## config.mk

```make
export PLATFORM = sky130hd
export DESIGN_NAME = mem_arbiter
export DESIGN_NICKNAME = d
export VERILOG_FILES = /design/src/rtl/mem_arb_pkg.sv /design/src/rtl/mem_arb_pick.sv /design/src/rtl/mem_arbiter.sv
export SDC_FILE = /design/constraint.sdc
export NUM_CORES = 1
export LEC_CHECK = 0
export CAP_MARGIN = 10
export CORE_MARGIN = 2
export CORE_UTILIZATION = 36
export DETAILED_ROUTE_END_ITERATION = 7
export PLACE_DENSITY = 0.76
export SETUP_SLACK_MARGIN = 0.02
export SLEW_MARGIN = 40
export SYNTH_ARGS = -nofsm -noshare
export SYNTH_HDL_FRONTEND = slang
export SYNTH_SLANG_ARGS = --single-unit
export TNS_END_PERCENT = 50
```

## constraint.sdc

```tcl
create_clock -name clk -period 1.7 [get_ports clk]
set_input_delay 0.17 -clock clk [delete_from_list [all_inputs] [get_ports clk]]
set_output_delay 0.17 -clock clk [all_outputs]
set_load 0.1 [all_outputs]
```

## src/rtl/mem_arb_pkg.sv

```systemverilog
// Shared types and defaults for the two-port memory arbiter (mem_arbiter).
// Optional feature: ARB_ROUND_ROBIN_EN selects round-robin conflict resolution.
package mem_arb_pkg;

    localparam int ADDR_W_DEF  = 32;
    localparam int DATA_W_DEF  = 32;
    localparam int TIMEOUT_DEF = 255;

    typedef enum logic [1:0] {
        IDLE    = 2'd0,
        SERVE_I = 2'd1,
        SERVE_D = 2'd2
    } state_e;

    typedef enum logic {
        GNT_I = 1'b0,
        GNT_D = 1'b1
    } gnt_e;

endpackage

```

## src/rtl/mem_arb_pick.sv

```systemverilog
// Winner selection between the instruction-fetch and data requesters.
// With ARB_ROUND_ROBIN_EN a last-grant register alternates conflicts; otherwise D always wins.
module mem_arb_pick
    import mem_arb_pkg::*;
(
`ifdef ARB_ROUND_ROBIN_EN
    input  logic clk_i,
    input  logic rst_ni,
    input  logic take_i,
`endif
    input  logic if_req_i,
    input  logic d_req_i,
    output gnt_e gnt_o,
    output logic any_o
);

    assign any_o = if_req_i | d_req_i;

`ifdef ARB_ROUND_ROBIN_EN
    gnt_e last_q, last_d;

    // Reset value GNT_I makes the data port win the first conflict.
    always_comb begin
        gnt_o = GNT_I;
        if (if_req_i && d_req_i) begin
            gnt_o = (last_q == GNT_I) ? GNT_D : GNT_I;
        end else if (d_req_i) begin
            gnt_o = GNT_D;
        end
        last_d = take_i ? gnt_o : last_q;
    end

    always_ff @(posedge clk_i) begin
        if (!rst_ni) begin
            last_q <= GNT_I;
        end else begin
            last_q <= last_d;
        end
    end
`else
    assign gnt_o = d_req_i ? GNT_D : GNT_I;
`endif

endmodule

```

## src/rtl/mem_arbiter.sv

```systemverilog
// Two-requester arbiter onto a shared single-port memory with timeout and stall generation.
// Define ARB_ROUND_ROBIN_EN for round-robin conflicts; default build gives the data port priority.
module mem_arbiter
    import mem_arb_pkg::*;
#(
    parameter int ADDR_W  = ADDR_W_DEF,
    parameter int DATA_W  = DATA_W_DEF,
    parameter int TIMEOUT = TIMEOUT_DEF
) (
    input  logic                clk,
    input  logic                rst,
    input  logic                if_req,
    input  logic [ADDR_W-1:0]   if_addr,
    output logic [DATA_W-1:0]   if_rdata,
    output logic                if_valid,
    input  logic                d_req,
    input  logic                d_we,
    input  logic [ADDR_W-1:0]   d_addr,
    input  logic [DATA_W-1:0]   d_wdata,
    input  logic [DATA_W/8-1:0] d_wstrb,
    output logic [DATA_W-1:0]   d_rdata,
    output logic                d_valid,
    output logic                mem_req,
    output logic                mem_we,
    output logic [ADDR_W-1:0]   mem_addr,
    output logic [DATA_W-1:0]   mem_wdata,
    output logic [DATA_W/8-1:0] mem_wstrb,
    input  logic [DATA_W-1:0]   mem_rdata,
    input  logic                mem_ready,
    output logic                stall,
    output logic                busy,
    output logic                err,
    output logic [1:0]          dbg_state_o
);

    // Handshake: a requester raises req with its payload and holds both until its
    // one-cycle valid pulse; mem_req stays high with stable memory outputs until
    // mem_ready is seen on a clock edge (or the wait times out).

    localparam int STRB_W = DATA_W / 8;
    localparam logic [7:0] TMO = 8'(TIMEOUT);

    state_e              state_q, state_d;
    logic [ADDR_W-1:0]   addr_q, addr_d;
    logic                we_q, we_d;
    logic [DATA_W-1:0]   wdata_q, wdata_d;
    logic [STRB_W-1:0]   wstrb_q, wstrb_d;
    logic [7:0]          cnt_q, cnt_d;
    logic [DATA_W-1:0]   if_rdata_q, if_rdata_d;
    logic [DATA_W-1:0]   d_rdata_q, d_rdata_d;
    logic                if_valid_q, if_valid_d;
    logic                d_valid_q, d_valid_d;
    logic                err_q, err_d;
    gnt_e                gnt;
    logic                gnt_any;

`ifdef ARB_ROUND_ROBIN_EN
    logic take;
    assign take = (state_q == IDLE) && gnt_any;

    mem_arb_pick u_pick (
        .clk_i    (clk),
        .rst_ni   (rst),
        .take_i   (take),
        .if_req_i (if_req),
        .d_req_i  (d_req),
        .gnt_o    (gnt),
        .any_o    (gnt_any)
    );
`else
    mem_arb_pick u_pick (
        .if_req_i (if_req),
        .d_req_i  (d_req),
        .gnt_o    (gnt),
        .any_o    (gnt_any)
    );
`endif

    always_comb begin
        state_d    = state_q;
        addr_d     = addr_q;
        we_d       = we_q;
        wdata_d    = wdata_q;
        wstrb_d    = wstrb_q;
        cnt_d      = cnt_q;
        if_rdata_d = if_rdata_q;
        d_rdata_d  = d_rdata_q;
        if_valid_d = 1'b0;
        d_valid_d  = 1'b0;
        err_d      = 1'b0;
        unique case (state_q)
            IDLE: begin
                if (gnt_any) begin
                    cnt_d = '0;
                    if (gnt == GNT_D) begin
                        state_d = SERVE_D;
                        addr_d  = d_addr;
                        we_d    = d_we;
                        wdata_d = d_wdata;
                        wstrb_d = d_wstrb;
                    end else begin
                        state_d = SERVE_I;
                        addr_d  = if_addr;
                        we_d    = 1'b0;
                        wdata_d = '0;
                        wstrb_d = '0;
                    end
                end
            end
            SERVE_I, SERVE_D: begin
                if (mem_ready) begin
                    state_d = IDLE;
                    if (state_q == SERVE_I) begin
                        if_rdata_d = mem_rdata;
                        if_valid_d = 1'b1;
                    end else begin
                        d_rdata_d = mem_rdata;
                        d_valid_d = 1'b1;
                    end
                end else if (cnt_q + 8'd1 == TMO) begin
                    // Give up: no valid, rdata registers keep their old contents.
                    state_d = IDLE;
                    err_d   = 1'b1;
                end else begin
                    cnt_d = cnt_q + 8'd1;
                end
            end
            default: state_d = IDLE;
        endcase
    end

    always_ff @(posedge clk) begin
        if (!rst) begin
            state_q    <= IDLE;
            addr_q     <= '0;
            we_q       <= 1'b0;
            wdata_q    <= '0;
            wstrb_q    <= '0;
            cnt_q      <= '0;
            if_rdata_q <= '0;
            d_rdata_q  <= '0;
            if_valid_q <= 1'b0;
            d_valid_q  <= 1'b0;
            err_q      <= 1'b0;
        end else begin
            state_q    <= state_d;
            addr_q     <= addr_d;
            we_q       <= we_d;
            wdata_q    <= wdata_d;
            wstrb_q    <= wstrb_d;
            cnt_q      <= cnt_d;
            if_rdata_q <= if_rdata_d;
            d_rdata_q  <= d_rdata_d;
            if_valid_q <= if_valid_d;
            d_valid_q  <= d_valid_d;
            err_q      <= err_d;
        end
    end

    assign mem_req     = (state_q != IDLE);
    assign busy        = (state_q != IDLE);
    assign mem_we      = we_q;
    assign mem_addr    = addr_q;
    assign mem_wdata   = wdata_q;
    assign mem_wstrb   = wstrb_q;
    assign if_rdata    = if_rdata_q;
    assign if_valid    = if_valid_q;
    assign d_rdata     = d_rdata_q;
    assign d_valid     = d_valid_q;
    assign err         = err_q;
    assign stall       = (if_req & ~if_valid_q) | (d_req & ~d_valid_q);
    assign dbg_state_o = state_q;

endmodule

```

==> results.cfg, run 1 <==
[run_status]
status = finished, final reports clean

[cells_and_area]
drive_gt1_share_pct = 29.1
insertedDiodeCount = 0
final_net_count = 1082
nFillCells = 1301
multi_input_area_um2 = 2620
seq_area_um2 = 2940
final_cell_area_um2 = 9500
areaGrowthSynthToFinish_pct = 72.1

[pwr]
power_mw = 11.5
switching_share_pct = 39.6
total_leakage_power_nw = 3.90
power_frac_seq_pct = 33.6
peakVddDrop_v = 0.000711
clkPwrFrac_pct = 27.8
p_sw_mw = 4.54
p_int_mw = 6.93
power_frac_comb_pct = 38.6
power_density_nw_per_um2 = 1210

[grt]
grt_pass1_wl_um = 26700
grt_util_all_layers_pct = 20.6
grt_max_degree = 53
first_global_vias = 5328
grt_overflow = 0
antenna_found_initial = 0

[critical_path]
cp_max_fo = 4
crit_type = reg2reg
crit_end = cnt_q[2]$_SDFFE_PN0P_
r2r_slack_ps = 7
reg2reg_to = cnt_q[2]$_SDFFE_PN0P_
worstSetupEndpointType = flop
worstReg2RegStart = cnt_q[0]$_SDFFE_PN0P_
crit_start = cnt_q[0]$_SDFFE_PN0P_
worstPathRequired_ps = 2000
reg2regPathDepth = 6
start_kind = flop
cp.arrival_ps = 1990

[die]
die_h_um = 128
initial_utilization_pct = 36.6
dieArea_um2 = 16300
io_pins = 279
die_w_um = 128
core_region_area_um2 = 15100
rows = 45

[logic_synthesis]
ys_ff_latch = 146
synth.distinct_cells = 38
postSynthNetCount = 780
synth_common_cells = dfxtp_1, nand2_1, nor2_1
yosys.area.top_type_share_pct = 53.0
yosysMostFrequentCell = dfxtp_1
ys.flop_type = dfxtp_1
netlist_area_um2 = 5520
seq_area_frac_synth_pct = 53.0
yosys.area.top_type = dfxtp_1
synth.avg_cell_area_um2 = 8.65
synth_cells = 638
synth_warnings = 0
yosys-top-cells-area = dfxtp_1, nand2_1, a21oi_1, mux2i_1, nor2_1
async_flop_share_pct = 0
synth_edf_count = 0

[sta]
timing.hold.ws_ps = 267
setup_viol = 0
max_freq_mhz = 591
timing.final.crit_period_ps = 1690
slew_headroom_pct = 62.9
tightest_slew_ps = 556
timing.final.hold_violations = 0
rsz0062_at_grt = true
fin_skew_ps = 8.49
finalMaxSlewViolations = 0
finalCritPeriodShare_pct = 99.6

[drt]
viasPerCell = 4.99
wl_um = 18100
drt-initial-drc-count = 387
remaining_drc_errors = 0
drt-wirelength-per-cell_um = 15.9
firstDrtPassIters = 4
num_vias = 5676
postRouteAntennaNets = 0

[job]
cap_viol_max_count = 0

[clock_network]
htreeDepth = 4
hold_buffers = 0
numClockSinks = 146
ctsRootBufferMaster = clkbuf_16
clk_latency_ps = 410
cts_buffers = 17
clk_path_buf_depth = 2
cts_tree = done
path_clk_slew_ps = 60

[placement]
portBuffers = 278
dp_hpwl_um = 12200
dpl-instance-area_um2 = 8530
place_congestion = 0.834

[worst_hold_path]
hold_class = in2reg
[metrics by stage]
stage          util, %  instances  setup slack [ps]  setup TNS [ps]
5_1_grt           62.9       1137             -30.6            -121
4_1_cts           60.4       1124              21.6               0
3_5_place_dp      56.5       1092              -123            -336
2_1_floorplan        -        638              -383          -24110
3_3_place_gp      56.5       1092             -83.0            -139
6_report          62.9       1137              7.22               0
[final cells by class]
class / count / share of cell area (%)
tap: 188 / 2.48
sequential: 146 / 30.9
multi-input combinational: 436 / 27.5
clock inverter: 7 / 0.422
timing repair buffer: 332 / 33.5
clock buffer: 21 / 4.74
inverter: 7 / 0.395
[power groups by stage]
stage / sequential, mW / combinational [mW] / clock [mW]
after CTS: 3.85 / 4.08 / 3.26
after detailed placement: 3.92 / 4.05 / 0
final: 3.86 / 4.43 / 3.18
after global placement: 3.91 / 4.02 / 0
after floorplan: 5.85 / 0.961 / 0
after global routing: 3.88 / 4.62 / 3.40
[sequential cells by signal (all words and copies together) (netlist names)]
name and count:
cnt_q 8, mem_wstrb 4, d_rdata 32, d_valid 1, dbg_state_o 2, if_rdata 32, mem_addr 32, if_valid 1
mem_wdata 32, mem_we 1, err 1
[per-layer routing]
| metal | track usage [%] | part of all wire [%] |
|---|---|---|
| met3 | 6.72 | 6.4 |
| met4 | 7.95 | 2.1 |
| met5 | 0 | 0 |
| met2 | 34.9 | 49 |
| met1 | 24.3 | 43 |
[logic make-up after synthesis]
kind of cell               Yosys count  share of synthesized area [%]
AOI/OAI and AO/OA                  160                           18.6
DFF                                146                           53.0
xor gates and xnor gates             2                          0.454
adders and majority gates            4                          0.907
buffers and inverters               56                           4.10
muxes                               33                           5.99
and+or+nand+nor                    237                           17.0
[cells in the final DEF, fill, tap and decap left out, drive strengths merged]
cell / instances
o32a: 1
o41ai: 2
dfxtp: 146
nor2: 77
clkbuf: 26
nand3: 7
o21ai: 7
and3b: 1
a2bb2oi: 1
inv: 6
clkdlybuf4s50: 136
a211oi: 33
nor4: 1
and3: 1
nand3b: 1
nor2b: 1
clkinv: 5
nor3: 3
a22oi: 37
xor2: 1
ha: 4
xnor2: 1
a32o: 1
o21ba: 1
a211o: 1
or3: 2
or2: 1
a21oi: 70
and2: 1
clkinvlp: 3
nand2: 140
buf: 191
nor3b: 1
o31ai: 5
mux2i: 33
o22ai: 1
[worst min-delay path by stage]
| stage | start | to | slack (ps) | cells past startpoint |
|---|---|---|---|---|
| finish | d_req | dbg_state_o[0]$_SDFFE_PN0P_ | 270 | 4 |
| detailed placement | if_rdata[21]$_SDFFE_PN0P_ | if_rdata[21]$_SDFFE_PN0P_ | 450 | 2 |
| global route | d_req | dbg_state_o[0]$_SDFFE_PN0P_ | 300 | 4 |
| floorplan | rst | cnt_q[6]$_SDFFE_PN0P_ | 310 | 2 |
| global placement | d_rdata[13]$_SDFFE_PN0P_ | d_rdata[13]$_SDFFE_PN0P_ | 440 | 2 |
| CTS | d_req | dbg_state_o[0]$_SDFFE_PN0P_ | 250 | 4 |
[worst max-delay path, cell delays in order (launching register included)]
cell     delay, ps
dfxtp_4        370
ha_4           160
xnor2_1        110
or3_4          360
o21ba_4        210
and3_4         140
a211o_1        230
[what timing repair did]
action                                  CTS  global route
gates resized for setup                  16            39
endpoints found under the setup margin   11            41
pin swaps                                 8             4
setup buffers                             4             5
gates cloned                              0             8
Note: power is estimated with default switching activity, not from simulation.
==> run 2, diff against run 1 <==
CORE_UTILIZATION = 43   (was 36)
CTS_CLUSTER_DIAMETER = 120   (was not set)
PLACE_DENSITY = 0.85   (was 0.76)
clock period = 2.1 ns   (was 1.7 ns; I/O delays follow)
==> results.cfg, run 2 (synthesized netlist as in run 1, its figures left out) <==
[cells_and_area]
nFillCells = 977
final_cell_mix = buf_4, dfxtp_1, nand2_1
areaGrowthSynthToFinish_pct = 59.2
fin_util_pct = 69.9
final_cell_area_um2 = 8780
final_net_count = 1045
multi_input_area_um2 = 2410
seq_area_um2 = 2930
layout_commonest_cell = buf_4
drive_gt1_share_pct = 22.5
insertedDiodeCount = 0

[run_status]
status = finished, final reports clean

[critical_path]
cp.arrival_ps = 2230
crit_buf_inv = 0
cp.depth = 6
critPathTopFamily = simple AND/OR/NAND/NOR gates
start_kind = flop
slowest_stage = dfxtp_1
crit_type = reg2reg
worstSetupEndpointType = flop
cpPeakStageDelay_ps = 420
crit_chain = ha_1 > xnor2_1 > or3_4 > o21ba_1 > and3_1 > a211o_1
cp_max_fo = 6
reg2regPathDepth = 6
worstPathRequired_ps = 2400

[sta]
rsz0062_at_grt = false
tightest_slew_ps = 447
timing.final.crit_period_ps = 1930
fin_skew_ps = 7.37
setup_ws_ps = 173
slew_headroom_pct = 70.2
finalCritPeriodShare_pct = 91.8
max_freq_mhz = 519
finalMaxSlewViolations = 0
timing.final.hold_violations = 0
setup_viol = 0
fin_setup_tns_ps = 0

[worst_hold_path]
hold_depth = 4
hold_class = in2reg

[clock_network]
htreeDepth = 4
hold_buffers = 0
clk_latency_ps = 420
path_clk_slew_ps = 50
clk_path_buf_depth = 2
numClockSinks = 146
cts_buffers = 17
post_cts_buffers = 0
cts_resized = 0
cts_tree = done
ctsRootBufferMaster = clkbuf_16

[drt]
drt-initial-drc-count = 351
viasPerCell = 5.02
drt-wirelength-per-cell_um = 15.2
remaining_drc_errors = 0
wl_um = 16500
firstDrtPassIters = 5
num_vias = 5457
postRouteAntennaNets = 0

[placement]
post-place-ws_ps = 195
portBuffers = 278
place_congestion = 0.850
dpl-instance-area_um2 = 8230
dp_hpwl_um = 11900

[grt]
antenna_found_initial = 0
grt_util_all_layers_pct = 23.5
grtUsageMet1_pct = 27.5
gr-usage-met2_pct = 40.3
top_usage_layer = met2
grt_max_degree = 65
grt_pass1_wl_um = 25000
use_met3_pct = 8.50
grt_overflow = 0
first_global_vias = 5031

[die]
die_h_um = 117
core_region_area_um2 = 12600
rows = 41
io_pins = 279
initial_utilization_pct = 43.9
die_w_um = 117
dieArea_um2 = 13800

[pwr]
switching_share_pct = 39.1
power_frac_seq_pct = 34.2
peakVddDrop_v = 0.000655
power_density_nw_per_um2 = 1030
power_frac_comb_pct = 34.7
clkPwrFrac_pct = 31.0
p_int_mw = 5.54
p_sw_mw = 3.55
total_leakage_power_nw = 3.65

[job]
cap_viol_max_count = 0
run 2: power groups by stage:
| stage | sequential [mW] | clock (mW) | combinational (mW) |
|---|---|---|---|
| finish | 3.11 | 2.82 | 3.16 |
| global route | 3.14 | 3.01 | 3.30 |
| CTS | 3.11 | 2.88 | 3.17 |
| detailed placement | 3.17 | 0 | 3.16 |
| global placement | 3.16 | 0 | 3.14 |
| floorplan | 4.74 | 0 | 0.732 |
run 2: cell type report:
class	instances	share of cell area, %
clock inverters	11	0.969
well taps	172	2.45
repair buffers	295	30.1
clock buffers	21	5.36
inverters	7	0.370
flip-flops and latches	146	33.4
multi-input cells	436	27.4
run 2: per-stage QoR:
stage	power (mW)	std cells	hold slack, ps
after floorplan	5.47	638	345
after global placement	6.31	1056	442
after detailed placement	6.33	1056	448
after CTS	9.16	1088	269
after global routing	9.45	1088	295
final	9.09	1088	292
run 2: per-layer routing:
layer	up-vias	wire length, um
met2	183	8370
met4	0	243
met1	2535	6670
li1	2717	-
met3	22	1230
met5	-	0
run 2: path summary, 6_finish.rpt:
path / endpoint / slack [ps] / startpoint
max reg2reg: cnt_q[2]$_SDFFE_PN0P_ / 170 / cnt_q[1]$_SDFFE_PN0P_
max: cnt_q[2]$_SDFFE_PN0P_ / 170 / cnt_q[1]$_SDFFE_PN0P_
min: dbg_state_o[0]$_SDFFE_PN0P_ / 290 / d_req
min reg2reg: d_rdata[31]$_SDFFE_PN0P_ / 450 / d_rdata[31]$_SDFFE_PN0P_
run 2: tightest hold or removal path, stage by stage:
cell and delay, ps:
buf_2 150, inv_1 160, nand2_1 90, a211oi_1 50
